--- src/rtl/factorial_sequencer.sv ---
// Computes n! mod 2^WIDTH by steering an external combinational ALU (ADD/XOR only).
// Latency n^2+3n-3 cycles from start (n>=1); start is ignored while busy.
module factorial_sequencer #(
  parameter int WIDTH = 8
) (
  input  logic             clk,
  input  logic             rst,
  input  logic             start,
  input  logic [WIDTH-1:0] n_in,
  output logic             busy,
  output logic             done,
  output logic [WIDTH-1:0] result,
  output logic             ovf,
  output logic [WIDTH-1:0] alu_a,
  output logic [WIDTH-1:0] alu_b,
  output logic [1:0]       alu_sel,
  input  logic [WIDTH-1:0] alu_out,
  input  logic             alu_co,
  input  logic             alu_z
);

  localparam logic [WIDTH-1:0] ONE  = WIDTH'(1);
  localparam logic [WIDTH-1:0] ONES = {WIDTH{1'b1}};

  localparam logic [1:0] SEL_AND = 2'b00;
  localparam logic [1:0] SEL_XOR = 2'b01;
  localparam logic [1:0] SEL_ADD = 2'b10;

  typedef enum logic [2:0] {
    IDLE = 3'd0,
    CHK  = 3'd1,
    MADD = 3'd2,
    MDEC = 3'd3,
    KDEC = 3'd4,
    DONE = 3'd5
  } state_t;

  state_t state, state_nxt;

  logic [WIDTH-1:0] k, c, p, r;

  always_ff @(posedge clk) begin
    if (rst) state <= IDLE;
    else     state <= state_nxt;
  end

  always_comb begin
    state_nxt = state;
    case (state)
      IDLE:    if (start) state_nxt = CHK;
      CHK:     state_nxt = alu_z ? DONE : MADD;
      MADD:    state_nxt = MDEC;
      MDEC:    state_nxt = alu_z ? KDEC : MADD;
      KDEC:    state_nxt = CHK;
      DONE:    state_nxt = IDLE;
      default: state_nxt = IDLE;
    endcase
  end

  always_comb begin
    alu_a   = '0;
    alu_b   = '0;
    alu_sel = SEL_AND;
    busy    = (state != IDLE);
    done    = (state == DONE);
    case (state)
      CHK: begin
        alu_a   = k;
        alu_b   = ONE;
        alu_sel = SEL_XOR;
      end
      MADD: begin
        alu_a   = p;
        alu_b   = r;
        alu_sel = SEL_ADD;
      end
      MDEC: begin
        alu_a   = c;
        alu_b   = ONES;
        alu_sel = SEL_ADD;
      end
      KDEC: begin
        alu_a   = k;
        alu_b   = ONES;
        alu_sel = SEL_ADD;
      end
      default: ;
    endcase
  end

  // result is loaded on the edge entering DONE so it is valid alongside done
  always_ff @(posedge clk) begin
    if (rst) begin
      k      <= '0;
      c      <= '0;
      p      <= '0;
      r      <= '0;
      result <= '0;
      ovf    <= 1'b0;
    end else begin
      case (state)
        IDLE: if (start) begin
          k   <= (n_in == '0) ? ONE : n_in;
          r   <= ONE;
          ovf <= 1'b0;
        end
        CHK: begin
          if (alu_z) begin
            result <= r;
          end else begin
            p <= '0;
            c <= k;
          end
        end
        MADD: begin
          p <= alu_out;
          if (alu_co) ovf <= 1'b1;
        end
        MDEC: c <= alu_out;
        KDEC: begin
          k <= alu_out;
          r <= p;
        end
        default: ;
      endcase
    end
  end

endmodule
--- config.mk ---
export PLATFORM = sky130hd
export DESIGN_NAME = factorial_sequencer
export DESIGN_NICKNAME = d
export VERILOG_FILES = /design/src/rtl/factorial_sequencer.sv
export SDC_FILE = /design/constraint.sdc
export NUM_CORES = 1
export LEC_CHECK = 0
export BUFFER_PORTS_ARGS = -buffer_cell sky130_fd_sc_hd__clkbuf_2
export CORE_MARGIN = 2
export CORE_UTILIZATION = 54
export CTS_BUF_LIST = sky130_fd_sc_hd__clkbuf_16
export CTS_CLUSTER_DIAMETER = 200
export CTS_CLUSTER_SIZE = 25
export DETAILED_ROUTE_END_ITERATION = 10
export GPL_TIMING_DRIVEN = 0
export PLACE_DENSITY = 0.79
export REMOVE_ABC_BUFFERS = 1
export SETUP_SLACK_MARGIN = 0.15
export SLEW_MARGIN = 20
export SYNTH_ARGS = -nofsm -noshare
export SYNTH_HDL_FRONTEND = slang
export SYNTH_SLANG_ARGS = --single-unit
--- constraint.sdc ---
create_clock -name clk -period 1.5 [get_ports clk]
set_input_delay 0.075 -clock clk [delete_from_list [all_inputs] [get_ports clk]]
set_output_delay 0.075 -clock clk [all_outputs]
set_load 0.05 [all_outputs]
==> results of run 1 <==
worst paths after layout:
| kind | endpoint | slack, ps | cells past startpoint |
|---|---|---|---|
| max | alu_a[0] | -80 | 5 |
| min | p[7] | 30 | 3 |
| max reg2reg | p[6] | 30 | 6 |
| min reg2reg | ovf | 480 | 2 |
power by group:
group          internal, mW  switching [mW]  leakage, nW
clock network         0.782           0.454       0.0798
logic                 0.523           0.727        0.823
registers              1.25          0.0863        0.361
flip-flops by register name, indices dropped and copies added, names as in the netlist:
signal / cells
p: 8
r: 8
state: 3
c: 8
ovf: 1
result: 8
k: 8
repair_timing:
| item | 4_1_cts | 5_1_grt |
|---|---|---|
| gates cloned | 2 | 0 |
| endpoints found under the setup margin | 63 | 52 |
| setup buffers | 20 | 8 |
| resized for setup | 90 | 52 |
| pin swaps | 8 | 12 |
per-stage QoR:
stage,cells,setup TNS (ps)
global route,372,-1250
global placement,334,-44860
finish,372,-667
floorplan,235,-22200
detailed placement,334,-31530
CTS,364,-140
layer usage:
metal / vias to the layer above / wire length (um) / global-route usage (%)
met2: 125 / 3830 / 54.0
met3: 31 / 537 / 5.52
li1: 1059 / - / -
met5: - / 0 / 0
met1: 1112 / 2980 / 38.0
met4: 0 / 320 / 12.5
logic make-up (layout without fill, tap and decap cells):
| family | count (synthesis) | count (layout) | synth area share, % |
|---|---|---|---|
| flops | 44 | 44 | 38.9 |
| compound gates | 83 | 83 | 25.6 |
| buf+inv | 30 | 95 | 7.17 |
| simple gates | 74 | 76 | 17.7 |
| mux | 24 | 24 | 10.7 |
final cells by class:
cell class                      count  area [um2]  share of cell area, %
Clock buffer                        5         125                   3.70
Inverter                           10        37.5                   1.11
Sequential cell                    44         892                   26.3
Multi-Input combinational cell    183        1520                   44.8
Clock inverter                      3        42.5                   1.26
Timing Repair Buffer               77         711                   21.0
Tap cell                           50        62.6                   1.85
placed cells by master, fill, tap and decap left out, drive strengths merged, types with 7 or more instances in the layout:
cell      n
buf      44
a211oi    8
a221oi    7
nand2b   13
clkbuf   38
a21oi    19
nor2     21
nand2    25
o21ai    26
inv       8
o2bb2ai   7
dfxtp    44
mux2i    23
o31ai     8
worst max-delay path: cells and delay by family, from the launching register on:
kind	cells	cell delay [ps]
compound gates	2	320
flops	1	390
buf+inv	2	330
simple gates	1	170
==> results.py, run 1 <==
metrics = {
    "sta": {
        "setup_viol": 17,
        "finalClockSkew_ps": 4.52,
        "tightest_slew_ps": 524,
        "timing.final.ws_setup_ps": -75.0,
        "clock.fmax_mhz": 635,
        "fin_crit_sh_pct": 105,
        "min_period_ps": 1580,
        "rsz0062_at_grt": "yes",
        "slew_violations": 0,
        "whs_ps": 28.1,
        "final_hold_viol_count": 0,
        "slew_headroom_pct": 65.0,
    },
    "place": {
        "dp_hpwl_mm": 3.55,
        "gp_congestion": 0.765,
        "placed_area_um2": 2450,
        "portBuffers": 49,
        "place_ws_ps": -929,
    },
    "yosys": {
        "yosysTopAreaCell": "dfxtp_1",
        "syn_area_um2": 2270,
        "synth_area_per_cell_um2": 8.89,
        "ys_top_cells_by_area": "dfxtp_1 (39%), mux2i_1 (10%), o21ai_0 (5.1%), a21oi_1 (4.2%), nand2_1 (4.1%)",
        "yosys-top-cells-count": "dfxtp_1 (44), nand2_1 (25), mux2i_1 (23), o21ai_0 (23), nor2_1 (20)",
        "ys_ff_latch": 44,
        "dominantRegCellSynth": "dfxtp_1",
        "synth-seq-area-share_pct": 38.9,
        "synth.distinct_cells": 45,
        "ys_async_sr_fraction_pct": 0,
        "synth_top_area_share_pct": 38.9,
        "syn_inst": 255,
        "synth-edff-count": 0,
        "yosysMostFrequentCell": "dfxtp_1",
        "yosys_warnings": 0,
    },
    "global_routing": {
        "antenna_found_initial": 0,
        "grt_first_pass_wirelength_mm": 10.6,
        "grt.total_usage_pct": 31.1,
        "overflow": 0,
        "grt_max_degree": 39,
        "grt_pass1_vias": 2023,
    },
    "final_layout": {
        "fill_cells": 228,
        "final_area_um2": 3390,
        "drive_gt1_share_pct": 44.1,
        "nNetsFinal": 342,
        "area_growth_pct": 49.3,
        "diodes": 0,
        "final_util_pct": 84.0,
    },
    "clock_tree": {
        "cts.clk_slew.worst_paths_ps": 60,
        "clk_latency_ps": 290,
        "cts.sinks": 44,
        "cts_tree": "done",
        "postCtsHoldBufs": 0,
        "htree_levels": 2,
        "cts-root-buf": "clkbuf_16",
        "clockBufferDepth": 2,
        "numCtsBuffers": 5,
    },
    "setup_path": {
        "worstSetupPathType": "reg -> out",
        "max_stage_delay_ps": 390,
        "crit_path_top_delay_cell": "dfxtp_4",
        "critPathMaxFanout": 8,
        "start_kind": "register",
        "r2r-start": "state[2]",
        "cp.required_ps": 1420,
        "worstPathCellList": "nand2b_4 > a21oi_4 > buf_12 > o2bb2ai_2 > buf_8",
        "worst_ep_arrival_time_ps": 1500,
        "crit_path_end_kind": "output pin",
        "crit_path_start": "state[0]",
    },
    "power": {
        "p_leak_nw": 1.26,
        "finalPower_mw": 3.82,
        "cellPowerDensity_nw_per_um2": 1130,
        "worst_ir_drop_vdd_mv": 0.723,
    },
    "job": {
        "cap_viol_max_count": 0,
    },
    "route": {
        "vias": 2327,
        "drtIter0Drc": 221,
        "viasPerCell": 6.26,
        "drtPass1Iterations": 4,
        "wl_per_cell_um": 20.6,
        "finalWirelength_mm": 7.67,
        "final_antenna_net_count": 0,
        "drc": 0,
    },
    "worst_hold_path": {
        "hold_start": "alu_out[7]",
        "hold_path_class": "in -> reg",
    },
    "floorplanning": {
        "io_pins": 50,
        "die_area_um2": 4730,
        "die_y_um": 68.8,
        "core_um2": 4030,
        "num_rows": 23,
        "initial_utilization_pct": 56.3,
        "die_w_um": 68.8,
    },
    "run_status": {
        "status": "finished, violations left",
        "violations": "setup timing",
    },
}
(Power assumes the default switching activity.)
==> run 2: changes to the inputs <==
--- a/config.mk
+++ b/config.mk
@@ -7,13 +7,13 @@
 export LEC_CHECK = 0
 export BUFFER_PORTS_ARGS = -buffer_cell sky130_fd_sc_hd__clkbuf_2
 export CORE_MARGIN = 2
-export CORE_UTILIZATION = 54
+export CORE_UTILIZATION = 49
 export CTS_BUF_LIST = sky130_fd_sc_hd__clkbuf_16
 export CTS_CLUSTER_DIAMETER = 200
 export CTS_CLUSTER_SIZE = 25
 export DETAILED_ROUTE_END_ITERATION = 10
 export GPL_TIMING_DRIVEN = 0
-export PLACE_DENSITY = 0.79
+export PLACE_DENSITY = 0.76
 export REMOVE_ABC_BUFFERS = 1
 export SETUP_SLACK_MARGIN = 0.15
 export SLEW_MARGIN = 20
==> constraint.sdc (replaced) <==
create_clock -name clk -period 1.3 [get_ports clk]
set_input_delay 0.065 -clock clk [delete_from_list [all_inputs] [get_ports clk]]
set_output_delay 0.065 -clock clk [all_outputs]
set_load 0.05 [all_outputs]
==> run 2 against run 1 <==
Against the previous run:
- the flow still finishes with violations (setup timing)
- largest cell class unchanged
- critical path depth is the same
- core utilization grew 0.60 points
- clock skew grew 0.94 ps
==> results.py, run 2 (same netlist as run 1, synthesis figures left out) <==
metrics = {
    "route": {
        "vias": 2607,
        "wl_per_cell_um": 26.2,
        "drc": 0,
        "drtIter0Drc": 308,
        "drtPass1Iterations": 5,
        "final_antenna_net_count": 0,
        "viasPerCell": 6.84,
        "finalWirelength_mm": 9.98,
    },
    "clock_tree": {
        "cts.sinks": 44,
        "cts-root-buf": "clkbuf_16",
        "htree_levels": 2,
        "numCtsBuffers": 5,
        "clk_latency_ps": 290,
        "postCtsHoldBufs": 0,
        "clockBufferDepth": 2,
        "cts_tree": "done",
        "cts.clk_slew.worst_paths_ps": 60,
    },
    "global_routing": {
        "grt_max_degree": 39,
        "antenna_found_initial": 0,
        "grt_pass1_vias": 2406,
        "grt_first_pass_wirelength_mm": 12.6,
        "grt.total_usage_pct": 31.9,
        "overflow": 0,
    },
    "sta": {
        "rsz0062_at_grt": "yes",
        "fin_crit_sh_pct": 126,
        "finalClockSkew_ps": 5.46,
        "setup_viol": 64,
        "fin_setup_tns_ps": -13380,
        "final_hold_viol_count": 0,
        "slew_violations": 0,
        "tightest_slew_ps": 655,
        "timing.final.ws_setup_ps": -337,
        "min_period_ps": 1640,
        "clock.fmax_mhz": 611,
        "slew_headroom_pct": 56.3,
    },
    "setup_path": {
        "crit_path_end_kind": "register",
        "max_stage_delay_ps": 430,
        "start_kind": "register",
        "critical_path.top_delay_family": "simple AND/OR/NAND/NOR gates",
        "r2r-end": "result[4]",
        "worstPathCellList": "buf_12 > buf_6 > and4bb_4 > mux2i_1 > nor2_1",
        "rrSetupSlack_ps": -340,
        "worstSetupPathType": "reg -> reg",
        "critPathBufInv": 2,
        "worst_ep_arrival_time_ps": 1760,
        "reg2reg_depth": 5,
        "r2r-start": "state[1]",
        "critPathMaxFanout": 8,
        "cp.required_ps": 1430,
        "crit_path_top_delay_cell": "and4bb_4",
    },
    "final_layout": {
        "layout_common_cells": "dfxtp_1 (41), clkbuf_2 (28), o21ai_2 (20), buf_8 (20), mux2i_1 (19)",
        "nNetsFinal": 349,
        "final_area_um2": 3740,
        "drive_gt1_share_pct": 59.3,
        "fill_cells": 188,
        "diodes": 0,
        "area_growth_pct": 64.8,
        "final_common_cell": "dfxtp_1",
        "final_util_pct": 84.6,
    },
    "power": {
        "p_switching_mw": 1.66,
        "finalPower_mw": 4.58,
        "comb_power_share_pct": 39.4,
        "intPower_mw": 2.93,
        "switching_share_pct": 36.1,
        "seq_power_share_pct": 33.9,
        "p_clk_share_pct": 26.8,
        "cellPowerDensity_nw_per_um2": 1230,
        "p_leak_nw": 1.38,
        "worst_ir_drop_vdd_mv": 1.17,
    },
    "place": {
        "dp_hpwl_mm": 3.58,
        "gp_congestion": 0.776,
        "place_ws_ps": -1130,
        "placed_area_um2": 2450,
        "portBuffers": 49,
    },
    "run_status": {
        "status": "finished, violations left",
        "violations": "setup timing",
    },
    "floorplanning": {
        "die_y_um": 72.0,
        "die_area_um2": 5190,
        "die_w_um": 72.0,
        "core_um2": 4410,
        "io_pins": 50,
        "initial_utilization_pct": 51.4,
        "num_rows": 24,
    },
    "worst_hold_path": {
        "hold_start": "alu_out[6]",
        "holdPathStages": 3,
        "hold_path_class": "in -> reg",
        "whs_endpoint": "p[6]",
    },
    "job": {
        "cap_viol_max_count": 0,
    },
}
[run 2: cell types whose count changed in the layout (fill, tap and decap cells not counted), moves of 7 or more]
| cell | previous run | this run |
|---|---|---|
| o21ai_2 | 6 | 20 |
| a21oi_2 | 0 | 9 |
| a221oi_1 | 7 | 0 |
| nand2_1 | 24 | 16 |
| buf_6 | 3 | 12 |
| a221oi_2 | 0 | 7 |
| o21ai_0 | 8 | 1 |
| nand2_2 | 1 | 9 |
| buf_4 | 20 | 13 |
| a21oi_1 | 18 | 5 |
[run 2: layout make-up]
class                   instances  area (um2)  area share, %
flip-flops and latches         44         892           23.9
well taps                      52        65.1           1.74
inverters                      10        37.5           1.00
multi-input cells             183        1720           46.0
clock buffers                   5         125           3.35
repair buffers                 84         887           23.7
clock inverters                 3        11.3          0.301
[run 2: repair_timing]
action,4_1_cts,5_1_grt
pin swaps,37,31
endpoints found under the setup margin,64,63
resized for setup,141,71
setup buffers,28,6
gates cloned,3,0
hold endpoints to repair,0,0
[run 2: power by group through the flow]
stage	clock network (mW)	registers (mW)	logic [mW]
final	1.23	1.55	1.81
after global routing	1.28	1.56	1.85
after CTS	1.19	1.52	1.51
after detailed placement	0	1.61	0.833
after global placement	0	1.61	0.825
after floorplan	0	1.58	0.610
[run 2: worst max-delay path by stage]
stage,from,to,depth (start not counted)
global placement,state[0],alu_a[0],4
CTS,state[1],alu_b[3],4
detailed placement,state[1],alu_a[0],3
finish,state[1],result[4],5
global route,state[1],result[4],5
floorplan,state[1],alu_b[1],2
[run 2: worst reg2reg max path, delay by kind of cell (launching register included)]
kind | cells | cell delay (ps)
buffers and inverters | 2 | 270
and+or+nand+nor | 2 | 560
muxes | 1 | 270
DFF | 1 | 360
[run 2: stage by stage]
| step | cells | hold slack (ps) |
|---|---|---|
| final | 381 | 22.4 |
| after global routing | 381 | 35.3 |
| after CTS | 375 | 16.9 |
| after detailed placement | 336 | 307 |
| after global placement | 336 | 299 |
| after floorplan | 235 | 130 |
[run 2: per-layer routing]
layer  vias to the layer above  routed length, um  track usage [%]  share of wire [%]
met5                         -                  0                0                  0
met4                         0                589             15.1                5.9
met3                        67                970             6.81                9.7
met1                      1256               3520             36.4                 35
met2                       220               4900             56.5                 49
li1                       1064                  -                -                  -
==> run 3: changes to the inputs <==
--- a/config.mk
+++ b/config.mk
@@ -6,14 +6,14 @@
 export NUM_CORES = 1
 export LEC_CHECK = 0
 export BUFFER_PORTS_ARGS = -buffer_cell sky130_fd_sc_hd__clkbuf_2
-export CORE_MARGIN = 2
+export CORE_MARGIN = 1.5
 export CORE_UTILIZATION = 49
 export CTS_BUF_LIST = sky130_fd_sc_hd__clkbuf_16
 export CTS_CLUSTER_DIAMETER = 200
 export CTS_CLUSTER_SIZE = 25
 export DETAILED_ROUTE_END_ITERATION = 10
 export GPL_TIMING_DRIVEN = 0
-export PLACE_DENSITY = 0.76
+export PLACE_DENSITY_LB_ADDON = 0.2
 export REMOVE_ABC_BUFFERS = 1
 export SETUP_SLACK_MARGIN = 0.15
 export SLEW_MARGIN = 20
==> run 3 against run 2 <==
Against the previous run:
- the flow still finishes with violations (setup timing)
- fmax up 3.3%
- cell area fell by 7.1%
- hold slack worse by 4.5 ps
- register-to-register slack improved by 90 ps
- via count is 10% lower
- global-route usage shrank 2.5 points
- clock-buffer cell count is the same
- clock skew decreased by 1.8 ps
- critical endpoint is now alu_a[7]
==> results.py, run 3 (same netlist as run 1, synthesis figures left out) <==
metrics = {
    "run_status": {
        "status": "finished, violations left",
        "violations": "setup timing",
    },
    "power": {
        "switching_share_pct": 34.3,
        "seq_power_share_pct": 36.1,
        "p_leak_nw": 1.32,
        "worst_ir_drop_vdd_mv": 0.676,
        "p_clk_share_pct": 28.2,
        "finalPower_mw": 4.26,
        "comb_power_share_pct": 35.7,
        "intPower_mw": 2.80,
        "cellPowerDensity_nw_per_um2": 1230,
        "p_switching_mw": 1.46,
    },
    "floorplanning": {
        "initial_utilization_pct": 51.4,
        "die_area_um2": 5040,
        "io_pins": 50,
        "num_rows": 24,
        "die_w_um": 71.0,
        "die_y_um": 71.0,
        "core_um2": 4410,
    },
    "global_routing": {
        "overflow": 0,
        "grt_first_pass_wirelength_mm": 11.4,
        "grt_max_degree": 39,
        "antenna_found_initial": 0,
        "grt_pass1_vias": 2167,
        "grt.total_usage_pct": 29.3,
    },
    "clock_tree": {
        "clockBufferDepth": 2,
        "cts_tree": "done",
        "clk_latency_ps": 290,
        "cts-root-buf": "clkbuf_16",
        "numCtsBuffers": 5,
        "cts.sinks": 44,
        "cts.clk_slew.worst_paths_ps": 60,
        "htree_levels": 2,
    },
    "setup_path": {
        "cp.required_ps": 1240,
        "crit_path_end_kind": "output pin",
        "crit_path_top_delay_cell": "dfxtp_4",
        "worstSetupPathType": "reg -> out",
        "max_stage_delay_ps": 410,
        "start_kind": "register",
        "worstPathCellList": "buf_4 > nor2b_4 > a22oi_2 > o22ai_1 > clkbuf_8",
        "critPathMaxFanout": 7,
        "worst_ep_arrival_time_ps": 1520,
    },
    "final_layout": {
        "final_common_cell": "dfxtp_1",
        "drive_gt1_share_pct": 47.7,
        "final_util_pct": 78.6,
        "fill_cells": 285,
        "nNetsFinal": 354,
        "diodes": 0,
        "area_growth_pct": 53.0,
        "layout_common_cells": "dfxtp_1 (41), buf_4 (32), clkbuf_2 (28), nand2_1 (25), mux2i_1 (21)",
    },
    "job": {
        "cap_viol_max_count": 0,
    },
    "place": {
        "dp_hpwl_mm": 3.47,
        "portBuffers": 49,
        "place_ws_ps": -1140,
        "gp_congestion": 0.799,
    },
    "route": {
        "finalWirelength_mm": 7.67,
        "wl_per_cell_um": 19.9,
        "drc": 0,
        "drtPass1Iterations": 4,
        "viasPerCell": 6.08,
        "final_antenna_net_count": 0,
        "vias": 2341,
        "drtIter0Drc": 175,
    },
    "sta": {
        "final_hold_viol_count": 0,
        "fin_setup_tns_ps": -9370,
        "rsz0062_at_grt": "yes",
        "timing.final.ws_setup_ps": -284,
        "slew_violations": 0,
        "fin_crit_sh_pct": 122,
        "whs_ps": 17.9,
        "setup_viol": 59,
        "clock.fmax_mhz": 631,
        "slew_headroom_pct": 60.4,
        "min_period_ps": 1580,
        "tightest_slew_ps": 595,
        "finalClockSkew_ps": 3.63,
    },
    "worst_hold_path": {
        "hold_path_class": "in -> reg",
    },
}
-- run 3: final timing paths --
| path | start | endpoint | slack (ps) | cells past startpoint |
|---|---|---|---|---|
| max reg2reg | state[2] | c[7] | -250 | 6 |
| min | alu_out[5] | p[5] | 20 | 3 |
| max | state[1] | alu_a[7] | -280 | 5 |
| min reg2reg | k[4] | k[4] | 490 | 2 |
-- run 3: layout make-up --
class	instances	area [um2]	share of cell area, %
Clock buffer	5	125	3.61
Timing Repair Buffer	90	822	23.7
Tap cell	52	65.1	1.88
Inverter	10	37.5	1.08
Multi-Input combinational cell	182	1520	43.8
Sequential cell	44	892	25.7
Clock inverter	2	7.51	0.216
-- run 3: per-layer routing --
layer / part of all wire, % / GRT usage [%]
met2: 49 / 49.3
met1: 41 / 37.5
met3: 6.9 / 3.70
met5: 0 / 0
met4: 2.8 / 13.4
-- run 3: what timing repair did --
action                                  in CTS  in global routing
hold buffers                                 0                  0
resized for setup                           97                 46
pin swaps                                   30                  9
cloned                                       1                  1
setup buffers                               30                 10
endpoints found under the setup margin      64                 63
-- run 3: power by group through the flow --
stage	clock network (mW)	registers (mW)	logic [mW]
6_report	1.20	1.54	1.52
5_1_grt	1.24	1.55	1.59
4_1_cts	1.19	1.52	1.30
3_5_place_dp	0	1.62	0.834
3_3_place_gp	0	1.61	0.829
2_1_floorplan	0	1.58	0.610
-- run 3: through the flow --
stage / area [um2] / instances
2_1_floorplan: 2140 / 235
3_3_place_gp: 2450 / 336
3_5_place_dp: 2450 / 336
4_1_cts: 3210 / 374
5_1_grt: 3470 / 385
6_report: 3470 / 385
-- run 3: critical path: cells and delay by family (launching register included) --
kind,cells,cell delay (ps)
buffers and inverters,2,400
AO/OA/AOI/OAI,2,240
AND/OR/NAND/NOR,1,170
flip-flops,1,410
